[src/rtl/fifo_wr_ctrl.sv]
// fifo_wr_ctrl: write-domain side of an 8-deep async FIFO.
// Drives RAM writes, publishes the Gray write pointer, derives full/level from the synchronised read pointer.
module fifo_wr_ctrl #(
    parameter int DATA_W   = 16,
    parameter int ADDR_W   = 3,
    parameter int AF_LEVEL = 6
) (
    input  logic              clr,
    input  logic              wr_clk,
    input  logic              push,
    input  logic [DATA_W-1:0] push_data,
    input  logic [ADDR_W:0]   rd_ptr_gray,
    input  logic              ovf_clr,
    output logic              we,
    output logic [ADDR_W-1:0] wr_addr,
    output logic [DATA_W-1:0] data_in,
    output logic [ADDR_W:0]   wr_ptr_gray,
    output logic              full,
    output logic              almost_full,
    output logic [ADDR_W:0]   wr_level,
    output logic              overflow
);
    logic [ADDR_W:0] wr_bin, next_bin, next_gray, next_level, rq1, rq2, rd_bin;

    for (genvar i = 0; i <= ADDR_W; i++) begin : g_g2b
        assign rd_bin[i] = ^rq2[ADDR_W:i];
    end

    assign we         = push & ~full & ~clr;
    assign wr_addr    = wr_bin[ADDR_W-1:0];
    assign data_in    = push_data;
    assign next_bin   = wr_bin + {{ADDR_W{1'b0}}, we};
    assign next_gray  = next_bin ^ (next_bin >> 1);
    assign next_level = next_bin - rd_bin;

    // full compares against the twice-synchronised read pointer, so it can only be late, never early
    always_ff @(posedge wr_clk or posedge clr) begin
        if (clr) begin
            rq1         <= '0;
            rq2         <= '0;
            wr_bin      <= '0;
            wr_ptr_gray <= '0;
            full        <= 1'b0;
            wr_level    <= '0;
            almost_full <= 1'b0;
            overflow    <= 1'b0;
        end else begin
            rq1         <= rd_ptr_gray;
            rq2         <= rq1;
            wr_bin      <= next_bin;
            wr_ptr_gray <= next_gray;
            full        <= next_gray == {~rq2[ADDR_W:ADDR_W-1], rq2[ADDR_W-2:0]};
            wr_level    <= next_level;
            almost_full <= next_level >= (ADDR_W+1)'(AF_LEVEL);
            overflow    <= (push & full) | (overflow & ~ovf_clr);
        end
    end
endmodule

[config.mk]
export PLATFORM = sky130hd
export DESIGN_NAME = fifo_wr_ctrl
export DESIGN_NICKNAME = d
export VERILOG_FILES = /design/src/rtl/fifo_wr_ctrl.sv
export SDC_FILE = /design/constraint.sdc
export NUM_CORES = 1
export LEC_CHECK = 0
export BUFFER_PORTS_ARGS = -buffer_cell sky130_fd_sc_hd__buf_4
export CORE_AREA = 2 2 68 70
export CTS_BUF_LIST = sky130_fd_sc_hd__clkbuf_16
export CTS_CLUSTER_DIAMETER = 80
export DETAILED_ROUTE_END_ITERATION = 10
export DIE_AREA = 0 0 70 72
export PLACE_DENSITY = 0.5
export SLEW_MARGIN = 20
export SYNTH_ARGS = -nofsm -noshare
export SYNTH_HDL_FRONTEND = slang
export SYNTH_SLANG_ARGS = --single-unit
[constraint.sdc]
create_clock -name wr_clk -period 2.7 [get_ports wr_clk]
set_input_delay 0.81 -clock wr_clk [delete_from_list [all_inputs] [get_ports wr_clk]]
set_output_delay 0.81 -clock wr_clk [all_outputs]
set_load 0.005 [all_outputs]
# After elaboration in Yosys (flattened, before gate mapping)
# Index checks and enable logic that the tools add are counted.
[classes] n_addsub=2 n_bitwise=10 order_cmp=1 n_reduce_logical=3 n_eq_ne=1
[op_table] op="adder 4 x 1 -> 4 bit" count=1
[op_table] op="AND 1 bit" count=4
[op_table] op="equality test 4 bit" count=1
[op_table] op="greater-or-equal comparator 4 x 3 -> 1 bit (second input constant)" count=1
[op_table] op="XOR reduction 4 bit" count=1
[op_table] op="subtractor 4 bit" count=1
[op_table] op="bitwise XOR 4 x 3 -> 4 bit" count=1
[op_table] op="NOT 1 bit" count=3
[op_table] op="XOR reduction 3 bit" count=1
[op_table] op="NOT 2 bit" count=1
[op_table] op="XOR reduction 2 bit" count=1
[op_table] op="OR 1 bit" count=1
[word_totals] word_cells=25 input_bits=24 ff_bits=23

# Depth between registers and ports, before layout
[depth] word_depth=6 mapped_depth=8

# Least setup slack after synthesis
# No wires, ideal clock.
[synth_timing] path_type="input-to-reg" startpoint="input clr" endpoint="register almost_full" n_path_buf=0 arrival_ns=2.617 stages=8 path_slack_ns=-0.043 required_time_ns=2.574 cell_sequence="nor3b_1 ha_1 ha_1 inv_1 fa_1 inv_1 o2bb2ai_1 a221o_1"
[synth_between] elab_chain_len=5
[synth_rtl] element="from (decl)" line_no="8" text="input logic clr,"
[synth_rtl] element="NOT 1 bit" line_no="29" text="assign we = push & ~full & ~clr;"
[synth_rtl] element="AND 1 bit" line_no="29"
[synth_rtl] element="adder 4 x 1 -> 4 bit" line_no="32" text="assign next_bin = wr_bin + {{ADDR_W{1'b0}}, we};"
[synth_rtl] element="named net next_bin[1]" line_no="23" text="logic [ADDR_W:0] wr_bin, next_bin, next_gray, next_level, rq1, rq2, rd_bin;"
[synth_rtl] element="subtractor 4 bit" line_no="34" text="assign next_level = next_bin - rd_bin;"
[synth_rtl] element="named net next_level[1]" line_no="23"
[synth_rtl] element="greater-or-equal comparator 4 x 3 -> 1 bit" line_no="54" text="almost_full <= next_level >= (ADDR_W+1)'(AF_LEVEL);"
[synth_rtl] element="to (signal assigned)" line_no="54"
[synth_rtl] element="to (decl)" line_no="19" text="output logic almost_full,"
# The timed path passes the listed nets, and every way through them passes these cells.

# Worst setup path after layout
[layout_timing] startpoint="input push" endpoint="register almost_full"
[layout_between] elab_chain_len=5
[layout_rtl] element="from (decl)" line_no="10" text="input logic push,"
[layout_rtl] element="AND 1 bit (2 in a row)" line_no="29"
[layout_rtl] element="adder 4 x 1 -> 4 bit" line_no="32"
[layout_rtl] element="named net next_bin[1]" line_no="23"
[layout_rtl] element="subtractor 4 bit" line_no="34"
[layout_rtl] element="named net next_level[1]" line_no="23"
[layout_rtl] element="greater-or-equal comparator 4 x 3 -> 1 bit" line_no="54"
# The timed path passes the listed nets, and every way through them passes these cells.

==> metrics.txt <==
max-slew violation count 0; Synth top cells by count dfrtp_1 (22), buf_4 (16), inv_1 (10), xnor2_1 (10), ha_1 (5); largest net degree at the start of global routing 23; GRT Util Overall slightly below 8%; #FFs+latches synth 22; P_leak 0.6177 nW; HP Class reg2reg; fin crit share between 90% and 100%; RSZ-0062 raised after global routing no; clk root buf clkbuf_16; hold endpoint rq2[1]$_DFF_PP0_; cell with the most instances after synthesis dfrtp_1; clock buffer depth 2; Synth Instances 83; core area roughly 4300 sq um; Clock Skew roughly 0.0024 ns; EDFF count, synth 0; CTS sink cnt 22; DRT antenna net count 0; Placer Congestion 0.7177; most frequent CP cell inv_1; Die X 70 um; DRC Markers 0; top cells by area, synth dfrtp_1 (53%), buf_4 (12%), xnor2_1 (8.4%), ha_1 (6.0%), inv_1 (3.6%); DP Worst Slack -0.1470 ns; ant diodes 0; IO Count 55; grt ovf 0; yosys warns 0; PostCTS Resize Cnt 0; Critical Path End Type flop; Design Area, Final 1313 sq um; DPL Wire Length roughly 1.4 mm; top_reg_cell synth dfrtp_1; worst-margin pin slew between 0.8 and 0.9 ns; WL/cell approximately 12 um; Max-Cap Viols 0; CTS tree built; worst endpoint required time about 2.8 ns; Post-Syn Area per Cell approximately 13 sq um; R2R Setup Slk ~0.26 ns; share of cells above drive strength 1 between 30% and 40%; Async S/R FF share, synth 100.0%; total CTS buffers 3; Worst-Skew Late Latency around 0.25 ns; critical path class in2reg; drt first pass iters 4; relative slew slack between 40% and 50%; Layout fillers about 440; vias in the first global route between 600 and 700; sequential element share of the synthesized area between 50 and 60%; status finished, final reports clean; fmax between 300 and 400 MHz; Synth top area share ~53%; worst hold slack around 0.35 ns; Die ar. about 5000 sq um; P per Cell Area 1267 nW/um^2; Hold Fails Final Rpt 0; Vias/cell 3.903; H-tree depth 1; first-pass GRT wire length approximately 3.1 mm; final worst setup slack 0.1144 ns; Worst EP arrival between 2 and 3 ns; crit path time final 2.586 ns; initial antenna violation count 0; hold path cells 0; initial DRC count 21; slowest cell delay on critical path 0.57 ns; cell taking the most area after synthesis dfrtp_1; maximum fanout along the worst path 2; Hold Startpoint rq1[1]$_DFF_PP0_; Final Util just over 30%; Syn Nets roughly 110; Vias approximately 600; cell area after synthesis 1038 sq um; CP max stage cell fa_1; clock slew at reported path FFs 0.06 ns; Worst Reg2Reg Path Length in Cells 8; number of setup buffers added after CTS 0; critical-path cell list buf_4 > nor3b_2 > ha_1 > ha_4 > inv_1 > fa_1 > inv_1 > o2bb2ai_1 > a221o_1; synthesis-to-layout area growth 26.39%; row count 24; FF-to-FF Start rq2[3]$_DFF_PP0_; CP Launch Type input port; placed instance area roughly 1200 sq um; number of port buffers 22; # setup viols final 0; layout net count 133; Hold-fix buffers, CTS 0; Initial Util roughly a quarter; Max VDD drop about 370 uV; die extent in y between 70 and 80 um; Reg-to-Reg End almost_full$_DFF_PP0_; final WL approximately 1.8 mm; Yosys cell types 21
-- worst max path at each step --
| stage | slack, ns | startpoint | cells after the start | to |
|---|---|---|---|---|
| global route | 0.05 | push | 9 | almost_full$_DFF_PP0_ |
| finish | 0.11 | push | 9 | almost_full$_DFF_PP0_ |
| global placement | -0.07 | push | 9 | almost_full$_DFF_PP0_ |
| floorplan | 0.03 | push | 8 | almost_full$_DFF_PP0_ |
| CTS | 0.11 | push | 9 | almost_full$_DFF_PP0_ |
| detailed placement | -0.15 | push | 9 | almost_full$_DFF_PP0_ |
-- stage by stage --
step                      cells  setup TNS (ns)  power (mW)
after floorplan              83               0       1.010
after global placement      150        -0.07421       1.351
after detailed placement    150         -0.1470       1.375
after CTS                   154               0       1.693
after global routing        154               0       1.807
final                       154               0       1.663
-- power by group --
| part | leakage (nW) | switching, mW | total (mW) | internal [mW] |
|---|---|---|---|---|
| Sequential | 0.261 | 0.0695 | 0.521 | 0.452 |
| Clock | 0.0385 | 0.112 | 0.309 | 0.197 |
| Combinational | 0.318 | 0.360 | 0.833 | 0.473 |
-- routing by layer --
layer  wire length (um)  vias up  track usage, %
li1                   -      283               -
met1                686      281           9.170
met2                861       29           12.38
met3                181        8           3.472
met4                 44        0           4.060
met5                  0        -               0
-- layout by cell type, fill, tap and decap left out, types with 2 or more instances in the layout --
master	synthesis	routed
buf_4	16	31
dfrtp_1	22	22
xnor2_1	10	10
inv_1	10	10
xor2_1	4	4
ha_1	5	4
clkbuf_16	0	3
nand3_1	2	2
-- area by class of cell --
type | instances | area (sq um) | area share, %
clock buffers | 3 | 75.07 | 5.720
clock inverters | 1 | 3.754 | 0.2860
inverters | 10 | 37.54 | 2.860
multi-input cells | 35 | 347.8 | 26.50
flip-flops and latches | 22 | 550.5 | 41.94
well taps | 52 | 65.06 | 4.957
repair buffers | 31 | 232.7 | 17.73
-- critical path, delay by kind of cell --
kind                     cells  cell delay [ns]
AO/OA/AOI/OAI                2             0.43
adder cells (fa/ha/maj)      3             1.09
buffers and inverters        3             0.23
AND/OR/NAND/NOR              1             0.15
-- state kept, by name, indices dropped and copies added, names as in the netlist --
signal / count
almost_full: 1
full: 1
overflow: 1
rq1: 4
rq2: 4
wr_bin: 4
wr_level: 4
wr_ptr_gray: 3
-- cell families after synthesis --
kind of cell / Yosys count / share of synthesized area [%]
xor+xnor: 16 / 14.94
simple gates: 5 / 2.651
flops: 22 / 53.01
compound gates: 8 / 6.265
fa+ha+maj: 6 / 7.952
buf+inv: 26 / 15.18
(Power assumes the default switching activity.)
